--- config.mk ---
export PLATFORM = sky130hd
export DESIGN_NAME = alu_cmd_sequencer
export DESIGN_NICKNAME = d
export VERILOG_FILES = /design/src/rtl/alu_cmd_sequencer.sv
export SDC_FILE = /design/constraint.sdc
export NUM_CORES = 1
export LEC_CHECK = 0
export CAP_MARGIN = 20
export CORE_MARGIN = 1
export CORE_UTILIZATION = 47
export DETAILED_ROUTE_END_ITERATION = 10
export MAX_ROUTING_LAYER = met4
export PLACE_DENSITY = 0.75
export SETUP_SLACK_MARGIN = 0.02
export SYNTH_ARGS = -nofsm -noshare
export SYNTH_HDL_FRONTEND = slang
export SYNTH_SLANG_ARGS = --single-unit
--- constraint.sdc ---
create_clock -name clk -period 1.7 [get_ports clk]
set_clock_uncertainty 0.1 [all_clocks]
set_input_delay 0.17 -clock clk [delete_from_list [all_inputs] [get_ports clk]]
set_output_delay 0.17 -clock clk [all_outputs]
set_load 0.005 [all_outputs]
--- src/rtl/alu_cmd_sequencer.sv ---
// -----------------------------------------------------------------------------
// alu_cmd_sequencer
//
// Front end for an external 8-bit combinational ALU. Commands arrive over a
// valid/ready channel and operate on a small operand register file. EXEC
// commands present registered operands and an instruction to the ALU for one
// cycle, write the ALU result back to the register file, and return it over a
// valid/ready response channel. READ returns a register value the same way.
//
// Ports
//   clk, rst_n                 clock (rising edge), async active-low reset
//   cmd_valid / cmd_ready      command handshake
//   cmd_op                     00=LOAD 01=EXEC 10=READ 11=NOP
//   cmd_fn, cmd_rd, cmd_ra,    ALU instruction, destination, sources,
//   cmd_rb, cmd_imm            LOAD immediate
//   alu_a, alu_b, alu_instr    registered ALU inputs (change only on EXEC accept)
//   alu_f                      ALU combinational result
//   rsp_valid / rsp_ready      response handshake
//   rsp_data                   EXEC result or READ value
//   op_count                   completed EXEC count, wraps at 8 bits
// -----------------------------------------------------------------------------
module alu_cmd_sequencer #(
  parameter int DATA_W = 8,
  parameter int FN_W   = 4,
  parameter int REG_AW = 2
) (
  input  logic              clk,
  input  logic              rst_n,
  input  logic              cmd_valid,
  output logic              cmd_ready,
  input  logic [1:0]        cmd_op,
  input  logic [FN_W-1:0]   cmd_fn,
  input  logic [REG_AW-1:0] cmd_rd,
  input  logic [REG_AW-1:0] cmd_ra,
  input  logic [REG_AW-1:0] cmd_rb,
  input  logic [DATA_W-1:0] cmd_imm,
  output logic [DATA_W-1:0] alu_a,
  output logic [DATA_W-1:0] alu_b,
  output logic [FN_W-1:0]   alu_instr,
  input  logic [DATA_W-1:0] alu_f,
  output logic              rsp_valid,
  input  logic              rsp_ready,
  output logic [DATA_W-1:0] rsp_data,
  output logic [7:0]        op_count
);

  localparam int NREG = 1 << REG_AW;

  localparam logic [1:0] OP_LOAD = 2'b00;
  localparam logic [1:0] OP_EXEC = 2'b01;
  localparam logic [1:0] OP_READ = 2'b10;

  typedef enum logic [1:0] {
    S_IDLE  = 2'd0,
    S_ISSUE = 2'd1,
    S_RESP  = 2'd2
  } state_e;

  state_e              state_q, state_d;
  logic [DATA_W-1:0]   rf_q [NREG];
  logic [DATA_W-1:0]   rf_d [NREG];
  logic [REG_AW-1:0]   rd_q, rd_d;
  logic [DATA_W-1:0]   alu_a_q, alu_a_d;
  logic [DATA_W-1:0]   alu_b_q, alu_b_d;
  logic [FN_W-1:0]     alu_instr_q, alu_instr_d;
  logic [DATA_W-1:0]   rsp_data_q, rsp_data_d;
  logic [7:0]          op_count_q, op_count_d;

  // NOTE: sequential state uses non-blocking assignments so every register
  // samples pre-edge values, independent of statement order.
  always_ff @(posedge clk or negedge rst_n) begin
    if (!rst_n) state_q <= S_IDLE;
    else        state_q <= state_d;
  end

  // Next-state, handshake outputs and datapath next values.
  // NOTE: every variable gets a default at the top of the block so no path
  // leaves one unassigned, which would otherwise infer a latch.
  always_comb begin
    state_d     = state_q;
    rf_d        = rf_q;
    rd_d        = rd_q;
    alu_a_d     = alu_a_q;
    alu_b_d     = alu_b_q;
    alu_instr_d = alu_instr_q;
    rsp_data_d  = rsp_data_q;
    op_count_d  = op_count_q;
    cmd_ready   = 1'b0;
    rsp_valid   = 1'b0;

    unique case (state_q)
      S_IDLE: begin
        cmd_ready = 1'b1;
        if (cmd_valid) begin
          unique case (cmd_op)
            OP_LOAD: rf_d[cmd_rd] = cmd_imm;
            OP_EXEC: begin
              // Operands are snapshotted here, so rd aliasing ra/rb is harmless.
              alu_a_d     = rf_q[cmd_ra];
              alu_b_d     = rf_q[cmd_rb];
              alu_instr_d = cmd_fn;
              rd_d        = cmd_rd;
              state_d     = S_ISSUE;
            end
            OP_READ: begin
              rsp_data_d = rf_q[cmd_ra];
              state_d    = S_RESP;
            end
            default: ; // NOP: accepted, nothing changes
          endcase
        end
      end
      S_ISSUE: begin
        // ALU inputs have been stable for this whole cycle; capture F.
        rf_d[rd_q] = alu_f;
        rsp_data_d = alu_f;
        op_count_d = op_count_q + 8'd1;
        state_d    = S_RESP;
      end
      S_RESP: begin
        rsp_valid = 1'b1;
        if (rsp_ready) state_d = S_IDLE;
      end
      default: state_d = S_IDLE;
    endcase
  end

  // NOTE: the register file is reset along with the other registers because
  // its cleared contents are architecturally visible through READ.
  always_ff @(posedge clk or negedge rst_n) begin
    if (!rst_n) begin
      for (int i = 0; i < NREG; i++) rf_q[i] <= '0;
      rd_q        <= '0;
      alu_a_q     <= '0;
      alu_b_q     <= '0;
      alu_instr_q <= '0;
      rsp_data_q  <= '0;
      op_count_q  <= '0;
    end else begin
      rf_q        <= rf_d;
      rd_q        <= rd_d;
      alu_a_q     <= alu_a_d;
      alu_b_q     <= alu_b_d;
      alu_instr_q <= alu_instr_d;
      rsp_data_q  <= rsp_data_d;
      op_count_q  <= op_count_d;
    end
  end

  assign alu_a     = alu_a_q;
  assign alu_b     = alu_b_q;
  assign alu_instr = alu_instr_q;
  assign rsp_data  = rsp_data_q;
  assign op_count  = op_count_q;

endmodule
# Yosys cells after proc, flatten, opt, wreduce, memory -nomap -nowiden
# Index checks and enable logic that the tools add are counted.
# totals
ff_bits	72
elab_cells	64
output_inout_bits	38
inputBits	32
# op_classes
magnitude_cmp	6
n_bitwise	4
n_reduce_logical	9
mux	24
n_addsub	1
n_eq_ne	9
# op_table
op	n
32-bit bitwise mux	2
32-bit two-way mux	2
8-bit two-way mux	8
32-bit case mux with 2 select lines	1
8-bit binary-select mux with 2-bit select	2
8-bit demux with 2-bit select	2
8-bit case mux with 2 select lines	1
3-bit greater-or-equal comparator (second input constant)	4
2-bit inverter with 3-bit output	4
3-bit AND reduction	4
8-bit by 1-bit adder with 8-bit output (second input constant)	1
3-bit by 1-bit < comparator with 1-bit output (second input constant)	2
2-bit case mux with 3 select lines	1
2-bit by 1-bit == test with 1-bit output (second input constant)	2
2-bit == test (second input constant)	2
2-bit logical NOT	2
2-bit two-way mux	2
2-bit by 1-bit inequality test with 1-bit output (second input constant)	2
2-bit inequality test (second input constant)	2
2-bit case mux with 2 select lines	1
3-bit by 1-bit inequality test with 1-bit output (second input constant)	1
1-bit logical AND	2
1-bit two-way mux	2
2-bit nonzero test	1

# Longest topological paths before layout
# Gate-level depths: netlist (run 1).
# logic_depth
depth_word	9
depth_mapped	7
mapped_depth_nobuf	4

# Worst setup path before layout (run 1)
# Ideal clock, no wire load.
# synth_timing
path_type	register to register
startpoint	reg state_q[0]
endpoint	reg rf_q[24] (netlist bit)
synth_period_minus_slack_ps	1729
n_path_buf	2
required_ps	1475
path_slack_ps	-29
setup_time_ps	125
stages_incl_launch_ff	7
arrival_time_ps	1504
cell_sequence	dfrtp_1 > nor2b_2 > buf_6 > nor3_4 > o22a_1 > buf_6 > mux2_4
# synth_via
elab_chain_cells	3
word_cells_on_any_way	7
cone_classes	3 x eq/ne; 1 x mux; 3 x reduce/logical
# synth_rtl
item	line	rtl
from (decl)	59	state_e state_q, state_d;
from (signal assigned)	73	else state_q <= state_d;
2-bit logical NOT / 2-bit by 1-bit == test with 1-bit output (equally long branches)	91	unique case (state_q)
2-bit by 1-bit inequality test with 1-bit output (no source line) (tied with other cells)	n/a	
3-bit AND reduction (no source line)	n/a	
to (signal assigned)	140	rf_q <= rf_d;
to (decl)	60	logic [DATA_W-1:0] rf_q [NREG];
# Parallel ways exist; a longest one is shown, timed or not.
# A chain may end at the register's enable or synchronous reset.

# Worst setup path after layout (run 1)
# layout_timing
startpoint	reg state_q[1]
endpoint	reg rf_q[20] (netlist bit)
# Same word-level chain as after synthesis.

==> results of run 1 <==
## power by group through the flow
stage | clock, mW | sequential, mW | combinational, mW
floorplan | 0 | 2.36 | 0.814
global placement | 0 | 2.39 | 1.62
detailed placement | 0 | 2.42 | 1.66
CTS | 1.44 | 2.39 | 1.69
global route | 1.53 | 2.45 | 1.81
finish | 1.41 | 2.40 | 1.68
## through the flow
stage / utilization / std cells / area, sq um / TNS [ns] / hold slack [ns]
6_report: 0.6641 / 494 / 5159 / -0.3724 / 0.2717
4_1_cts: 0.6612 / 494 / 5136 / -0.2926 / 0.2781
5_1_grt: 0.6641 / 494 / 5159 / -2.568 / 0.3062
3_3_place_gp: 0.6271 / 475 / 4871 / -9.279 / 0.1297
2_1_floorplan: - / 281 / 3796 / -0.05754 / -0.2256
3_5_place_dp: 0.6271 / 475 / 4871 / -10.61 / 0.1270
## state kept, by name (all words and copies together), names as in the netlist
| signal | count |
|---|---|
| state_q | 2 |
| alu_instr | 4 |
| alu_a | 8 |
| alu_b | 8 |
| op_count | 8 |
| rsp_data | 8 |
| rd_q | 2 |
| rf_q | 32 |
## synth_stat cells
cell type,instances,area (sq um)
dfrtp_1,72,1802
mux2_2,30,337.8
nand2_1,29,108.9
mux2_4,24,360.4
o2bb2ai_1,18,157.7
mux4_2,16,360.4
nor2_1,14,52.55
buf_2,10,50.05
a31oi_1,8,50.05
a32o_1,6,60.06
nand2b_1,6,37.54
xnor2_1,6,52.55
buf_6,5,56.30
o22ai_1,5,31.28
nand3_1,4,20.02
nor2_4,3,33.78
o22a_1,3,26.28
and3_1,2,12.51
inv_1,2,7.510
o31ai_1,2,15.01
a21o_1,1,7.510
buf_1,1,3.750
buf_4,1,7.510
clkbuf_1,1,3.750
ha_1,1,12.51
nand4b_1,1,8.760
nand4bb_1,1,11.26
nor2b_1,1,6.260
nor2b_2,1,8.760
nor3_1,1,5.000
nor3_4,1,16.27
nor4b_4,1,23.77
o22ai_4,1,20.02
o32ai_1,1,8.760
or3_1,1,6.260
xor2_1,1,8.760
## area by class of cell
class,count,area share
well taps,102,0.02474
repair buffers,113,0.2173
flip-flops and latches,72,0.3497
inverters,2,0.001455
clock buffers,12,0.03008
multi-input cells,189,0.3665
clock inverters,4,0.01019
## logic make-up (layout without fill, tap and decap cells)
logic type	after synthesis	in the layout
compound gates	45	45
xor+xnor	7	7
fa+ha+maj	1	1
buf+inv	20	131
flops	72	72
mux	70	70
simple gates	66	66
## repair_timing
action                     4_1_cts  5_1_grt
gates resized for setup         13        6
pin swaps                        2        1
setup endpoints to repair       38       55
hold endpoints to repair        72        0
buffers inserted                 2        0
hold buffers                     1        0
## worst paths after layout
| kind | depth (start not counted) | end | slack [ns] |
|---|---|---|---|
| hold reg to reg | 1 | op_count[7] | 0.38 |
| max in group asynchronous | 3 | state_q[0] | 0.89 |
| setup / recovery | 4 | rf_q[20] | -0.03 |
| min in group clk | 3 | state_q[1] | 0.30 |
| setup reg to reg | 4 | rf_q[20] | -0.03 |
| hold / removal | 3 | alu_a[4] | 0.27 |
## per-layer routing
metal / up-vias / global-route usage / part of all wire
met5: - / - / 0
met2: 97 / 0.4029 / 0.50
li1: 1272 / - / -
met1: 1362 / 0.3085 / 0.42
met4: 0 / 0.1003 / 0.021
met3: 18 / 0.03731 / 0.054
## worst max-delay path: cells and delay by family, from the launching register on
family	cells	cell delay [ns]
multiplexers	1	0.30
AND/OR/NAND/NOR	1	0.34
flip-flops	1	0.47
buffers and inverters	1	0.15
AO/OA/AOI/OAI	1	0.25
==> metrics.csv, run 1 <==
stage,metric,value,unit
floorplan,Die ar.,8429,sq um
cts,Worst-Skew Late Latency,0.35,ns
outcome,status,"finished, violations left",
critical_path,Worst Path Required,1.84,ns
synthesis,Post-Synth XOR/XNOR Area,0.01617,
critical_path,Critical-path top delay cell,dfrtp_2,
cts,Sink Count,72,
drt,initial drt markers,122,
floorplan,Cell Rows,32,
sta,Worst-Margin Slew,0.3851,ns
critical_path,critical-path cell list,"nor4b_4, o22a_1, buf_6, mux2_4",
cells_and_area,Fillers,576,
drt,DRT Wirelength,9.086,mm
power,PD cells,1064,nW/um^2
floorplan,I/O pin total,70,
place,# port buffers,69,
global_routing,GRT Total Usage,0.2460,
critical_path,max incr delay on CP,0.47,ns
cells_and_area,ant diodes,0,
global_routing,largest net degree at the start of global routing,73,
cts,CTS H-Tree Depth,3,
cells_and_area,Final nets,420,
place,pre-CTS WS,-0.2549,ns
cts,clk buf depth,2,
sta,fin crit share,1.017,
power,Int Power,3.948,mW
cells_and_area,"most common cell after layout, fill and taps aside",dfrtp_1,
cts,Worst-path clk slew,0.08,ns
sta,Final WS setup,-0.02870,ns
power,sequential power share,0.437,
drt,WL/cell,18.39,um
drt,Vias,2749,
sta,Final Hold Vio Count,0,
drt,DR pass1 iterations,4,
synthesis,main combinational cell family by area after synthesis,multiplexers,
sta,Rel. slew slack,0.7433,
synthesis,Synth Area in Adders,0.003300,
critical_path,worst r2r src,state_q[1],
power,Total Power,5.487,mW
power,switching power,1.539,mW
global_routing,global-route wire length before repair,15.09,mm
power,combinational power share,0.306,
place,RD Place Congestion,0.8678,
critical_path,Critical Path Source,state_q[1],
power,Clock Power Share,0.257,
power,Sw Share,0.2805,
sta,final number of max-transition violations,0,
synthesis,Ys Warns,0,
cells_and_area,Layout area overhead,36.07,%
floorplan,Starting Density,0.4881,
synthesis,mux cell area share after synthesis,0.2792,
min_path,HP Class,in -> async,
power,static leakage,2.266,nW
drt,via-per-instance ratio,5.565,
global_routing,initial antenna violation count,0,
global_routing,GRT overflow,0,
synthesis,synthesized net count,314,
cells_and_area,most frequent cells in the layout,"dfrtp_1 (70), clkdlybuf4s50_1 (66), mux2_2 (30)",
floorplan,core area,7767,sq um
run,max_cap viols,0,
outcome,failing checks,setup timing,
critical_path,kind of critical path,reg -> reg,
drt,Routed Antenna Nets,0,
synthesis,Post-Synth Simple-Gate Area,0.09274,
synthesis,complex-gate fraction of the synthesized area,0.09934,
synthesis,synth unique cells,36,
sta,minimum clock period,1.729,ns
synthesis,"FF+latch count, synth",72,
place,Detailed Place HPWL,6.480,mm
sta,final setup fails,21,
cts,CTS buffer count,9,
synthesis,Syn Inst Count,281,
power,VDD IR max,512.6,uV
synthesis,average size of a mapped cell,13.49,sq um
critical_path,crit path max fanout,6,
drt,drc violations,0,
critical_path,crit path capture type,register,
synthesis,Syn Std Cell Area,3791,sq um
sta,f_max,578.5,MHz
cells_and_area,fraction of layout instances using a drive strength above 1,0.3648,
floorplan,die width,91.81,um
critical_path,crit path DAT,1.87,ns
synthesis,"Seq/Total Area, Yosys",0.4752,
floorplan,Die Y,91.81,um
cells_and_area,FF+latch area,1804,sq um
cts,CTS tree,done,
cells_and_area,Multi-input gate area,1891,sq um
critical_path,CP Launch Type,register,
cts,Root Buffer,clkbuf_8,
sta,RSZ-0062 raised after global routing,true,
global_routing,number of global-route vias before repair,2953,
Note: power is estimated with default switching activity, not from simulation.
==> inputs of run 2 (changes only) <==
Settings changed: CTS_CLUSTER_SIZE set to 30, REMOVE_ABC_BUFFERS set to 1.
==> run 2 against run 1 <==
The flow still finishes with violations (setup timing). Non-clock buffer count increased by 5. Sequential power about the same. Count of clock-buffer cells in the layout shrank 3. Register-to-register slack lost 0.07 ns. Utilization rose by 1.4 points. Combinational power grew 3%. Design area up 2.0%. Clock power is 20% higher. Worst hold slack worse by 0.015 ns. Via count is 2.2% higher. Critical path depth grew 3. Critical endpoint is now rf_q[11]. Largest power group unchanged.
==> metrics.csv, run 2 (synthesized netlist as in run 1, its figures left out) <==
stage,metric,value,unit
cells_and_area,Layout area overhead,38.84,%
cells_and_area,ant diodes,0,
drt,drc violations,0,
critical_path,kind of critical path,reg -> reg,
power,static leakage,2.323,nW
power,switching power,1.594,mW
place,pre-CTS WS,-0.2424,ns
global_routing,number of global-route vias before repair,2854,
power,VDD IR max,614.0,uV
power,PD cells,1102,nW/um^2
run,max_cap viols,0,
critical_path,CP Launch Type,register,
floorplan,Starting Density,0.4881,
cells_and_area,register bank with the most flops,rf_q,
floorplan,Die Y,91.81,um
cts,clk buf depth,2,
sta,f_max,556.2,MHz
critical_path,crit path DAT,1.93,ns
drt,via-per-instance ratio,5.629,
cts,Sink Count,72,
cts,CTS tree,done,
place,# port buffers,69,
power,sequential power share,0.411,
drt,top sig layer,met4,
critical_path,crit path max fanout,11,
power,Int Power,4.207,mW
power,combinational power share,0.298,
place,Detailed Place HPWL,6.410,mm
cells_and_area,FF+latch area,1803,sq um
cells_and_area,Multi-input gate area,1876,sq um
global_routing,initial antenna violation count,0,
drt,routed length on met1,3.926,mm
outcome,failing checks,setup timing,
sta,minimum clock period,1.798,ns
global_routing,GRT overflow,0,
floorplan,Die ar.,8429,sq um
drt,DRT Wirelength,9.210,mm
sta,Rel. slew slack,0.7383,
sta,fin crit share,1.058,
cells_and_area,Fillers,565,
cells_and_area,"most common cell after layout, fill and taps aside",dfrtp_1,
global_routing,largest net degree at the start of global routing,73,
drt,initial drt markers,183,
cts,Worst-Skew Late Latency,0.35,ns
outcome,status,"finished, violations left",
cts,Worst-path clk slew,0.08,ns
sta,Worst-Margin Slew,0.3925,ns
cells_and_area,Final Core Density,0.6777,
floorplan,Cell Rows,32,
sta,final setup fails,32,
drt,WL met3,627,um
place,Placed Cells,477,
cells_and_area,max reg flops,32,
drt,Vias,2809,
power,Clock Power Share,0.291,
sta,Setup TNS Final,-2.416,ns
power,Sw Share,0.2747,
min_path,HP Class,in -> async,
place,RD Place Congestion,0.8930,
global_routing,GRT Total Usage,0.2433,
critical_path,crit path capture type,register,
drt,met2 WL,4.523,mm
drt,DR pass1 iterations,4,
cts,Root Buffer,clkbuf_8,
drt,Routed Antenna Nets,0,
sta,RSZ-0062 raised after global routing,true,
cts,CTS H-Tree Depth,3,
cells_and_area,Final nets,425,
floorplan,core area,7767,sq um
cells_and_area,fraction of layout instances using a drive strength above 1,0.3652,
critical_path,Worst Path Required,1.84,ns
floorplan,die width,91.81,um
global_routing,global-route wire length before repair,14.98,mm
floorplan,I/O pin total,70,
drt,WL/cell,18.46,um
sta,Final Hold Vio Count,0,
cells_and_area,final cell count without fillers,499,
cts,CTS buffer count,9,
cells_and_area,most frequent cells in the layout,"dfrtp_1 (71), clkdlybuf4s50_1 (66), buf_4 (32)",
sta,final number of max-transition violations,0,
place,Post-DP Area,4931,sq um
cells_and_area,Post-Layout Inst Area,5264,sq um
sta,Final WS setup,-0.09777,ns
==> run 2: what timing repair did <==
item	4_1_cts	5_1_grt
hold buffers	1	0
buffers inserted	4	1
resized for setup	10	3
pin swaps	2	2
hold endpoints to repair	72	0
setup endpoints to repair	37	36
==> run 2: final cells by class <==
type | count | share of cell area
tap | 102 | 0.02425
inverter | 2 | 0.001426
sequential | 72 | 0.3425
timing repair buffer | 118 | 0.2282
clock buffer | 9 | 0.02353
clock inverter | 7 | 0.02377
multi-input combinational | 189 | 0.3563
==> run 2: per-stage QoR <==
step                hold slack (ns)  power (mW)
floorplan                   -0.2256       3.121
global placement             0.1290       4.057
detailed placement           0.1278       4.110
CTS                          0.2899       5.833
global route                 0.3119       6.097
finish                       0.2570       5.800
==> run 2: power groups by stage <==
stage | Sequential, mW | Combinational [mW] | Clock (mW)
after global routing | 2.44 | 1.86 | 1.80
after floorplan | 2.37 | 0.754 | 0
final | 2.39 | 1.73 | 1.69
after global placement | 2.39 | 1.67 | 0
after CTS | 2.38 | 1.73 | 1.72
after detailed placement | 2.41 | 1.70 | 0
==> run 2: path summary, 6_finish.rpt <==
| path | slack [ns] | to | from | cells after the start |
|---|---|---|---|---|
| setup reg to reg | -0.1 | rf_q[11] | state_q[1] | 7 |
| setup / recovery | -0.1 | rf_q[11] | state_q[1] | 7 |
| min in group clk | 0.31 | state_q[1] | rsp_ready | 3 |
| hold reg to reg | 0.38 | op_count[7] | op_count[7] | 1 |
| max in group asynchronous | 0.92 | rf_q[23] | rst_n | 3 |
| hold / removal | 0.26 | op_count[5] | rst_n | 3 |
==> run 2: worst max-delay path, cell delays in order, from the launching register on <==
cell	delay (ns)
dfrtp_2	0.44
buf_6	0.13
nor2b_4	0.13
buf_12	0.16
nor2_4	0.05
o22a_1	0.23
buf_12	0.16
mux2_4	0.29
==> run 2: per-layer routing <==
layer | up-vias | track usage
met5 | - | -
met4 | 0 | 0.09505
met3 | 14 | 0.04146
met2 | 124 | 0.3822
met1 | 1394 | 0.3178
li1 | 1277 | -
==> inputs of run 3 (changes only) <==
Settings changed: CAP_MARGIN 20 to not set, MAX_ROUTING_LAYER met4 to not set, SETUP_SLACK_MARGIN 0.02 to 0.05.
==> run 3 against run 2 <==
Design area is 1.3% higher. Count of clock-buffer cells in the layout is 2 higher. Largest cell class unchanged. Sequential share of layout area decreased by 0.44 points. The run still ends with setup timing left. Via count grew 3.4%. Flip-flop and latch count is the same. Setup slack got worse by 0.058 ns. Utilization is 0.89 points higher. Sequential power barely moved.
==> metrics.csv, run 3 (synthesized netlist as in run 1, its figures left out) <==
stage,metric,value,unit
cts,Worst-path clk slew,0.08,ns
critical_path,worst r2r src,state_q[1],
drt,via-per-instance ratio,5.822,
cells_and_area,Layout area overhead,40.66,%
critical_path,crit path capture type,register,
cells_and_area,FF+latch area,1803,sq um
cts,clk buf depth,2,
cts,Worst-Skew Late Latency,0.36,ns
floorplan,Die ar.,8429,sq um
drt,WL/cell,20.20,um
floorplan,Starting Density,0.4881,
power,Total Power,5.750,mW
power,PD cells,1078,nW/um^2
cells_and_area,"most common cell after layout, fill and taps aside",dfrtp_1,
sta,Setup TNS Final,-4.333,ns
drt,Vias,2905,
cells_and_area,max reg flops,32,
sta,RSZ-0062 raised after global routing,true,
sta,Final WS setup,-0.1558,ns
floorplan,I/O pin total,70,
global_routing,GRT Total Usage,0.2425,
drt,drc violations,0,
global_routing,largest net degree at the start of global routing,73,
sta,fin crit share,1.092,
global_routing,GRT overflow,0,
critical_path,CP Launch Type,register,
cells_and_area,ant diodes,0,
place,# port buffers,69,
sta,Worst-Margin Slew,0.3761,ns
drt,DRT Wirelength,10.08,mm
sta,final setup fails,32,
drt,DR pass1 iterations,5,
sta,f_max,538.9,MHz
sta,minimum clock period,1.856,ns
sta,Final Hold Vio Count,0,
min_path,HP Class,in -> async,
place,RD Place Congestion,0.9202,
run,max_cap viols,0,
floorplan,Cell Rows,32,
cts,Sink Count,72,
global_routing,initial antenna violation count,0,
place,Detailed Place HPWL,6.514,mm
cts,CTS buffer count,9,
critical_path,Worst Path Required,1.85,ns
outcome,status,"finished, violations left",
cells_and_area,final cell count without fillers,499,
floorplan,Die Y,91.81,um
drt,Routed Antenna Nets,0,
cells_and_area,Multi-input gate area,1921,sq um
critical_path,kind of critical path,reg -> reg,
power,VDD IR max,467.5,uV
sta,final number of max-transition violations,0,
cells_and_area,register bank with the most flops,rf_q,
cts,CTS tree,done,
critical_path,crit path DAT,2.00,ns
critical_path,crit path max fanout,6,
global_routing,number of global-route vias before repair,3068,
cts,CTS H-Tree Depth,3,
sta,Rel. slew slack,0.7492,
cells_and_area,most frequent cells in the layout,"dfrtp_1 (71), clkdlybuf4s50_1 (66), mux2_4 (32)",
critical_path,Critical Path Source,state_q[1],
drt,initial drt markers,175,
global_routing,global-route wire length before repair,15.25,mm
floorplan,die width,91.81,um
cells_and_area,Fillers,555,
power,static leakage,2.372,nW
cells_and_area,Final nets,425,
cells_and_area,fraction of layout instances using a drive strength above 1,0.3753,
cts,Root Buffer,clkbuf_8,
place,Placed Cells,476,
floorplan,core area,7767,sq um
outcome,failing checks,setup timing,
-- run 3: worst paths after layout --
| check | end | cells past startpoint | slack [ns] |
|---|---|---|---|
| worst min register to register | op_count[7] | 1 | 0.37 |
| min in group clk | state_q[1] | 3 | 0.28 |
| max in group asynchronous | rsp_data[2] | 3 | 0.93 |
| worst min-delay path | op_count[5] | 3 | 0.26 |
| worst max register to register | rf_q[22] | 7 | -0.16 |
| worst max-delay path | rf_q[22] | 7 | -0.16 |
-- run 3: where the power goes --
part           internal [mW]  leakage (nW)  total (mW)  switching [mW]
logic                   1.14          1.30        1.77           0.623
clock network          0.904         0.119        1.58           0.676
registers               2.09         0.949        2.40           0.310
-- run 3: cell type report --
class	count	area share
clock inverters	5	0.01478
clock buffers	11	0.02839
well taps	102	0.02393
flip-flops and latches	72	0.3381
repair buffers	118	0.2332
inverters	2	0.001408
multi-input cells	189	0.3602
-- run 3: worst max-delay path, cell delays in order, from the launching register on --
cell	delay (ns)
dfrtp_2	0.45
buf_6	0.13
nor2b_4	0.18
buf_12	0.17
nor2_4	0.05
o22a_1	0.20
buf_6	0.15
mux2_4	0.30
-- run 3: through the flow --
step | setup slack [ns] | hold WS (ns) | util | cell area, sq um
2_1_floorplan | -0.6406 | -0.2256 | - | 3670
3_3_place_gp | -0.2395 | 0.1293 | 0.6339 | 4923
3_5_place_dp | -0.2717 | 0.1303 | 0.6339 | 4923
4_1_cts | -0.1397 | 0.2863 | 0.6695 | 5200
5_1_grt | -0.1989 | 0.2829 | 0.6865 | 5333
6_report | -0.1558 | 0.2597 | 0.6865 | 5333
-- run 3: what timing repair did --
action	4_1_cts	5_1_grt
gates resized for setup	8	18
pin swaps	1	6
hold buffers	1	0
gates cloned	0	2
setup buffers	2	2
hold endpoints to repair	72	0
setup endpoints to repair	46	59
-- run 3: layer usage --
metal | global-route usage | part of all wire | vias to the layer above
li1 | - | - | 1278
met1 | 0.3044 | 0.39 | 1450
met2 | 0.3935 | 0.50 | 150
met3 | 0.05887 | 0.078 | 27
met4 | 0.1211 | 0.026 | 0
met5 | 0 | 0 | -
